File: src/rtl/warp_registers.sv
// -----------------------------------------------------------------------------
// warp_registers
//
// Per-warp register file for a small SIMT core. Every thread of the warp owns
// one bank of NUM_REGISTERS registers. The low G = NUM_REGISTERS-3 registers
// are general purpose. The top three are read-only specials:
//   G   : block_id
//   G+1 : block_dim
//   G+2 : thread index t (zero-extended)
// A per-register scoreboard (busy) tracks registers with an outstanding
// producer. A read request is stalled while one of its sources is pending,
// unless the write-back that clears it lands in the same cycle. In that case
// the write data is forwarded into the read result.
//
// Ports
//   clk, rst_n                 clock, asynchronous active-low reset
//   block_id, block_dim        values of the special registers G and G+1
//   thread_mask                per-thread write enable
//   rd_req_valid/rd_req_ready  read request handshake (ready is combinational)
//   rs_addr, rt_addr           read addresses
//   rs_data, rt_data           registered read data, thread t in slice t
//   rd_data_valid              one-cycle strobe for rs_data/rt_data
//   wr_en, wr_addr, reg_src    write-back strobe, destination and source select
//                              (00 ALU, 01 LSU, 10 IMM, 11 reserved)
//   immediate                  IMM value, broadcast to every thread
//   alu_result, lsu_result     per-thread write-back sources
//   reserve_en, reserve_addr   mark a general register pending
//   busy                       scoreboard; the special-register bits read as 0
// -----------------------------------------------------------------------------
module warp_registers #(
   parameter int DATA_WIDTH    = 8,
   parameter int NUM_THREADS   = 4,
   parameter int NUM_REGISTERS = 16,
   parameter int AW            = $clog2(NUM_REGISTERS)
) (
   input  logic                              clk,
   input  logic                              rst_n,
   input  logic [DATA_WIDTH-1:0]             block_id,
   input  logic [DATA_WIDTH-1:0]             block_dim,
   input  logic [NUM_THREADS-1:0]            thread_mask,
   input  logic                              rd_req_valid,
   output logic                              rd_req_ready,
   input  logic [AW-1:0]                     rs_addr,
   input  logic [AW-1:0]                     rt_addr,
   output logic [NUM_THREADS*DATA_WIDTH-1:0] rs_data,
   output logic [NUM_THREADS*DATA_WIDTH-1:0] rt_data,
   output logic                              rd_data_valid,
   input  logic                              wr_en,
   input  logic [AW-1:0]                     wr_addr,
   input  logic [1:0]                        reg_src,
   input  logic [DATA_WIDTH-1:0]             immediate,
   input  logic [NUM_THREADS*DATA_WIDTH-1:0] alu_result,
   input  logic [NUM_THREADS*DATA_WIDTH-1:0] lsu_result,
   input  logic                              reserve_en,
   input  logic [AW-1:0]                     reserve_addr,
   output logic [NUM_REGISTERS-1:0]          busy
);

   localparam int            G      = NUM_REGISTERS - 3;
   localparam int            TW     = NUM_THREADS * DATA_WIDTH;
   localparam logic [AW-1:0] G_ADDR = AW'(G);
   localparam logic [AW-1:0] D_ADDR = AW'(G + 1);
   localparam logic [AW-1:0] T_ADDR = AW'(G + 2);

   localparam logic [1:0] SRC_ALU = 2'b00;
   localparam logic [1:0] SRC_LSU = 2'b01;
   localparam logic [1:0] SRC_IMM = 2'b10;

   // Register storage: only entries 0..G-1 exist as state.
   logic [DATA_WIDTH-1:0] r_regs [NUM_THREADS][G];
   logic [G-1:0]          r_busy;
   logic [TW-1:0]         r_rs_data;
   logic [TW-1:0]         r_rt_data;
   logic                  r_rd_data_valid;

   logic [DATA_WIDTH-1:0]    w_wr_val [NUM_THREADS];
   logic                     w_wr_data_en;
   logic [NUM_REGISTERS-1:0] w_busy_full;
   logic                     w_rs_blocked;
   logic                     w_rt_blocked;
   logic                     w_rd_ready;
   logic                     w_rd_accept;
   logic [TW-1:0]            w_rs_next;
   logic [TW-1:0]            w_rt_next;

   // ---------------------------------------------------------------------------
   // Write-back source selection
   // ---------------------------------------------------------------------------
   always_comb begin
      for (int t = 0; t < NUM_THREADS; t++) begin
         w_wr_val[t] = '0;
         unique case (reg_src)
            SRC_ALU: w_wr_val[t] = alu_result[t*DATA_WIDTH +: DATA_WIDTH];
            SRC_LSU: w_wr_val[t] = lsu_result[t*DATA_WIDTH +: DATA_WIDTH];
            SRC_IMM: w_wr_val[t] = immediate;
            default: w_wr_val[t] = '0;
         endcase
      end
   end

   // Data is written only for general destinations and a defined source.
   // The busy clear below uses wr_en alone, so a dropped write still
   // releases its scoreboard entry.
   assign w_wr_data_en = wr_en && (wr_addr < G_ADDR) && (reg_src != 2'b11);

   // ---------------------------------------------------------------------------
   // Scoreboard and read handshake
   // ---------------------------------------------------------------------------
   assign w_busy_full = {3'b000, r_busy};
   assign busy        = w_busy_full;

   // A pending source does not stall the read if this cycle's write-back
   // clears it. The forwarding path below then supplies the new value.
   assign w_rs_blocked = w_busy_full[rs_addr] && !(wr_en && (wr_addr == rs_addr));
   assign w_rt_blocked = w_busy_full[rt_addr] && !(wr_en && (wr_addr == rt_addr));
   assign w_rd_ready   = !(w_rs_blocked || w_rt_blocked);
   assign rd_req_ready = w_rd_ready;
   assign w_rd_accept  = rd_req_valid && w_rd_ready;

   // ---------------------------------------------------------------------------
   // Read word for one thread, with same-cycle write forwarding
   // ---------------------------------------------------------------------------
   function automatic logic [DATA_WIDTH-1:0] f_read_word(
      input int            t,
      input logic [AW-1:0] addr
   );
      logic [DATA_WIDTH-1:0] v;
      v = '0;
      if (addr < G_ADDR) begin
         for (int r = 0; r < G; r++) begin
            if (addr == AW'(r)) v = r_regs[t][r];
         end
         // Masked threads see the value being written this cycle.
         // Unmasked threads keep the stored value.
         if (w_wr_data_en && (wr_addr == addr) && thread_mask[t]) v = w_wr_val[t];
      end else if (addr == G_ADDR) begin
         v = block_id;
      end else if (addr == D_ADDR) begin
         v = block_dim;
      end else if (addr == T_ADDR) begin
         v = DATA_WIDTH'(t);
      end
      return v;
   endfunction

   always_comb begin
      w_rs_next = '0;
      w_rt_next = '0;
      for (int t = 0; t < NUM_THREADS; t++) begin
         w_rs_next[t*DATA_WIDTH +: DATA_WIDTH] = f_read_word(t, rs_addr);
         w_rt_next[t*DATA_WIDTH +: DATA_WIDTH] = f_read_word(t, rt_addr);
      end
   end

   // ---------------------------------------------------------------------------
   // Register file write
   // ---------------------------------------------------------------------------
   always_ff @(posedge clk or negedge rst_n) begin
      if (!rst_n) begin
         for (int t = 0; t < NUM_THREADS; t++) begin
            for (int r = 0; r < G; r++) begin
               r_regs[t][r] <= '0;
            end
         end
      end else if (w_wr_data_en) begin
         for (int t = 0; t < NUM_THREADS; t++) begin
            for (int r = 0; r < G; r++) begin
               if (thread_mask[t] && (wr_addr == AW'(r))) r_regs[t][r] <= w_wr_val[t];
            end
         end
      end
   end

   // ---------------------------------------------------------------------------
   // Scoreboard update: a reserve beats a clear on the same register
   // ---------------------------------------------------------------------------
   always_ff @(posedge clk or negedge rst_n) begin
      if (!rst_n) begin
         r_busy <= '0;
      end else begin
         for (int r = 0; r < G; r++) begin
            if (reserve_en && (reserve_addr == AW'(r))) begin
               r_busy[r] <= 1'b1;
            end else if (wr_en && (wr_addr == AW'(r))) begin
               r_busy[r] <= 1'b0;
            end
         end
      end
   end

   // ---------------------------------------------------------------------------
   // Read data register: loads only on an accepted read, otherwise holds
   // ---------------------------------------------------------------------------
   always_ff @(posedge clk or negedge rst_n) begin
      if (!rst_n) begin
         r_rs_data       <= '0;
         r_rt_data       <= '0;
         r_rd_data_valid <= 1'b0;
      end else begin
         r_rd_data_valid <= w_rd_accept;
         if (w_rd_accept) begin
            r_rs_data <= w_rs_next;
            r_rt_data <= w_rt_next;
         end
      end
   end

   assign rs_data       = r_rs_data;
   assign rt_data       = r_rt_data;
   assign rd_data_valid = r_rd_data_valid;

endmodule

File: config.mk
export PLATFORM = sky130hd
export DESIGN_NAME = warp_registers
export DESIGN_NICKNAME = d
export VERILOG_FILES = /design/src/rtl/warp_registers.sv
export SDC_FILE = /design/constraint.sdc
export NUM_CORES = 1
export LEC_CHECK = 0
export ABC_AREA = 1
export BUFFER_PORTS_ARGS = -buffer_cell sky130_fd_sc_hd__buf_4
export CORE_UTILIZATION = 35
export CTS_BUF_LIST = sky130_fd_sc_hd__clkbuf_16
export CTS_CLUSTER_SIZE = 14
export DETAILED_ROUTE_END_ITERATION = 6
export HOLD_SLACK_MARGIN = 0.02
export PLACE_DENSITY = 0.61
export SETUP_SLACK_MARGIN = 0.5
export SYNTH_ARGS = -nofsm -noshare
export SYNTH_HDL_FRONTEND = slang
export SYNTH_SLANG_ARGS = --single-unit
File: constraint.sdc
create_clock -name clk -period 4.74 [get_ports clk]
set_input_delay 0.237 -clock clk [delete_from_list [all_inputs] [get_ports clk]]
set_output_delay 0.237 -clock clk [all_outputs]
set_load 0.02 [all_outputs]
==> impl_metrics.ini <==
[outcome]
status = finished, final reports clean

[layout]
layout.area.seq_mm2 = 0.0124
multi_input_area_mm2 = 0.0126
syn2layout_area_growth_pct = 16.4
drive_above_1_share = 0.120
fin_area_mm2 = 0.0319
nNetsFinal = 4130
diodes = 0
nFillCells = 8025
final_util = 0.412

[synth]
synth-compound-area-share = 0.145
yosys.area_share.simple = 0.308
yosysSeqAreaShare = 0.451
synth_top_family_by_area = simple AND/OR/NAND/NOR gates
syn_area_mm2 = 0.0274
synth_top_cell_area_share = 0.451
ys_seq_elements = 494
synth_warnings = 0
synth_xor_area_frac = 0.00160
synthAdderAreaFrac = 0
synthCells = 3874
ys_types = 35
yosysTopAreaCell = dfrtp_1
synth_area_leaders = dfrtp_1 (45%), nand2_1 (14%), nor2_1 (6.5%)
syn_avg_cell_area_um2 = 7.07
synth_mux_area_frac = 0

[routing]
first_pass_iters = 6
wire_per_inst_um = 20.4
routed_via_density = 5.24
drc = 0
drt_iter0_drc = 2802
final_antenna_net_count = 0
wl_um = 104000
vias = 26700

[placed_design]
place_area_mm2 = 0.0299
pre_cts_slack_ns = 1.51
port_buffers = 193
hpwlAfterDp_um = 76700
finalWeightedCongestion = 0.969

[worst_setup_path]
crit_path_end_kind = flip-flop
critPathLaunchType = flip-flop
path_max_fanout = 55
worst-endpoint-arrival_ns = 3.52
crit_required_ns = 5.29
critical_path_class = reg -> reg

[sta]
fmax_mhz = 337
hold_viol = 0
rsz0062_at_grt = no
setup_viol = 0
tightestPinTransition_ns = 1.23
timing.hold.ws_ns = 0.0337
skew_ns = 0.0200
setup_ws_ns = 1.77
slew-limit-headroom = 0.176
drv_slew = 0
fin_setup_tns_ns = 0
finalCritPeriodShare = 0.627
fin_crit_ns = 2.97

[grt]
use_met1 = 0.333
met2_usage = 0.446
grt_max_degree = 106
grt-ovfl-total = 0
grt_usage = 0.261
antenna_found_initial = 0
grtUsageMet3 = 0.0390
grt_pass1_vias = 25400
grt_pass1_wl_um = 157000
gr-max-usage-layer = met2

[clock_network]
post-cts-setup-buffers = 0
clockBufferDepth = 3
clk_pin_slew_ns = 0.06
clock_latency_ns = 0.63
cts.sinks = 494
htreeDepth = 2
cts.root.buffer_cell = clkbuf_16
ctsResizeCount = 0
holdBufCountCts = 13
cts_buffers = 56
cts_tree = built

[pwr]
powerDensity_mw_per_mm2 = 427
ir_drop_mv = 0.276
p_leak_nw = 15.2

[job]
max_cap_viol_count = 0

[die]
die_w_um = 282
die_area_mm2 = 0.0794
core_mm2 = 0.0775
rows = 102
top_level_ports = 197
start_util = 0.354
die_h_um = 282

[min_path]
hold_class = in -> reg
[where the power goes]
group          total (mW)  switching, mW  internal [mW]  leakage [nW]
clock network        4.47           1.89           2.58         0.940
registers            5.89          0.664           5.23          5.82
logic                3.25           2.10           1.15          8.41
total                13.6           4.65           8.96          15.2
[registers in the layout, indices dropped and copies added (netlist names)]
register / cells
rs_data: 32
rt_data: 32
r_busy: 13
rd_data_valid: 1
r_regs: 416
[cell usage after synthesis]
library cell	count
a21boi_0	2
a21boi_1	8
a21oi_1	311
a221oi_1	1
a221oi_2	31
buf_1	10
buf_2	66
buf_4	13
buf_6	2
clkbuf_1	93
clkbuf_2	2
clkinv_1	11
conb_1	1
dfrtp_1	494
inv_1	441
inv_2	7
nand2_1	1015
nand2_2	2
nand3_1	348
nand3_2	1
nand4_1	66
nor2_1	474
nor2_2	46
nor2_4	3
nor3_1	4
o21ai_0	329
o21ai_1	4
o21ai_2	1
o21bai_1	1
o221ai_1	1
o22ai_1	27
or2_1	8
or2_2	46
xnor2_1	4
xor2_1	1
[path summary, 6_finish.rpt]
path / from / end / slack [ns] / depth (start not counted)
worst max-delay path: r_busy[3]$_DFFE_PN0P_ / rs_data[27]$_DFFE_PN0P_ / 1.77 / 10
worst min-delay path: lsu_result[15] / r_regs[279]$_DFFE_PN0P_ / 0.03 / 3
worst max register to register: r_busy[3]$_DFFE_PN0P_ / rs_data[27]$_DFFE_PN0P_ / 1.77 / 10
worst min register to register: r_regs[90]$_DFFE_PN0P_ / r_regs[90]$_DFFE_PN0P_ / 0.51 / 2
max in group asynchronous: rst_n / r_regs[318]$_DFFE_PN0P_ / 3.34 / 3
min in group asynchronous: rst_n / r_regs[98]$_DFFE_PN0P_ / 0.24 / 2
[placed cells by master, fill, tap and decap left out, drive strengths merged]
master / count
nand2: 1017
nor2: 523
dfrtp: 494
inv: 458
nand3: 349
o21ai: 334
a21oi: 311
buf: 254
nand4: 66
clkbuf: 58
or2: 54
clkinv: 37
a221oi: 32
o22ai: 27
dlygate4sd3: 13
a21boi: 10
bufinv: 7
xnor2: 4
nor3: 4
conb: 3
clkinvlp: 2
xor2: 1
o221ai: 1
o21bai: 1
[per-layer routing]
layer,up-vias,routed length (um)
li1,12700,-
met1,12800,42500
met2,974,50600
met3,205,6930
met4,0,3960
met5,-,0
[worst max-delay path: stages (launching register included)]
cell and delay (ns):
dfrtp_1 0.41, inv_1 0.09, o22ai_1 0.09, o21ai_0 0.26, nand2_1 0.08, o21ai_1 0.20
nand3_2 0.56, inv_2 0.85, or2_2 0.22, nand2_1 0.06, inv_1 0.06
[kinds of logic (layout without fill, tap and decap cells)]
| group | after synthesis | after routing |
|---|---|---|
| AOI/OAI and AO/OA | 716 | 716 |
| xor gates and xnor gates | 5 | 5 |
| buffers and inverters | 645 | 829 |
| DFF | 494 | 494 |
| other | 1 | 3 |
| and+or+nand+nor | 2013 | 2013 |
[area by class of cell]
| class | count | share of cell area |
|---|---|---|
| Clock inverter | 45 | 0.0124 |
| Tap cell | 1040 | 0.0408 |
| Inverter | 459 | 0.0540 |
| Clock buffer | 58 | 0.0455 |
| Sequential cell | 494 | 0.388 |
| Multi-Input combinational cell | 2737 | 0.394 |
| Timing Repair Buffer | 267 | 0.0657 |
[per-stage QoR]
stage                     cells  power, mW
after detailed placement   4984       9.18
final                      5100       13.6
after global placement     4984       9.13
after global routing       5100       14.3
after floorplan            3876       7.69
after CTS                  5100       13.7
No activity file was read; power rests on OpenSTA's default activity.
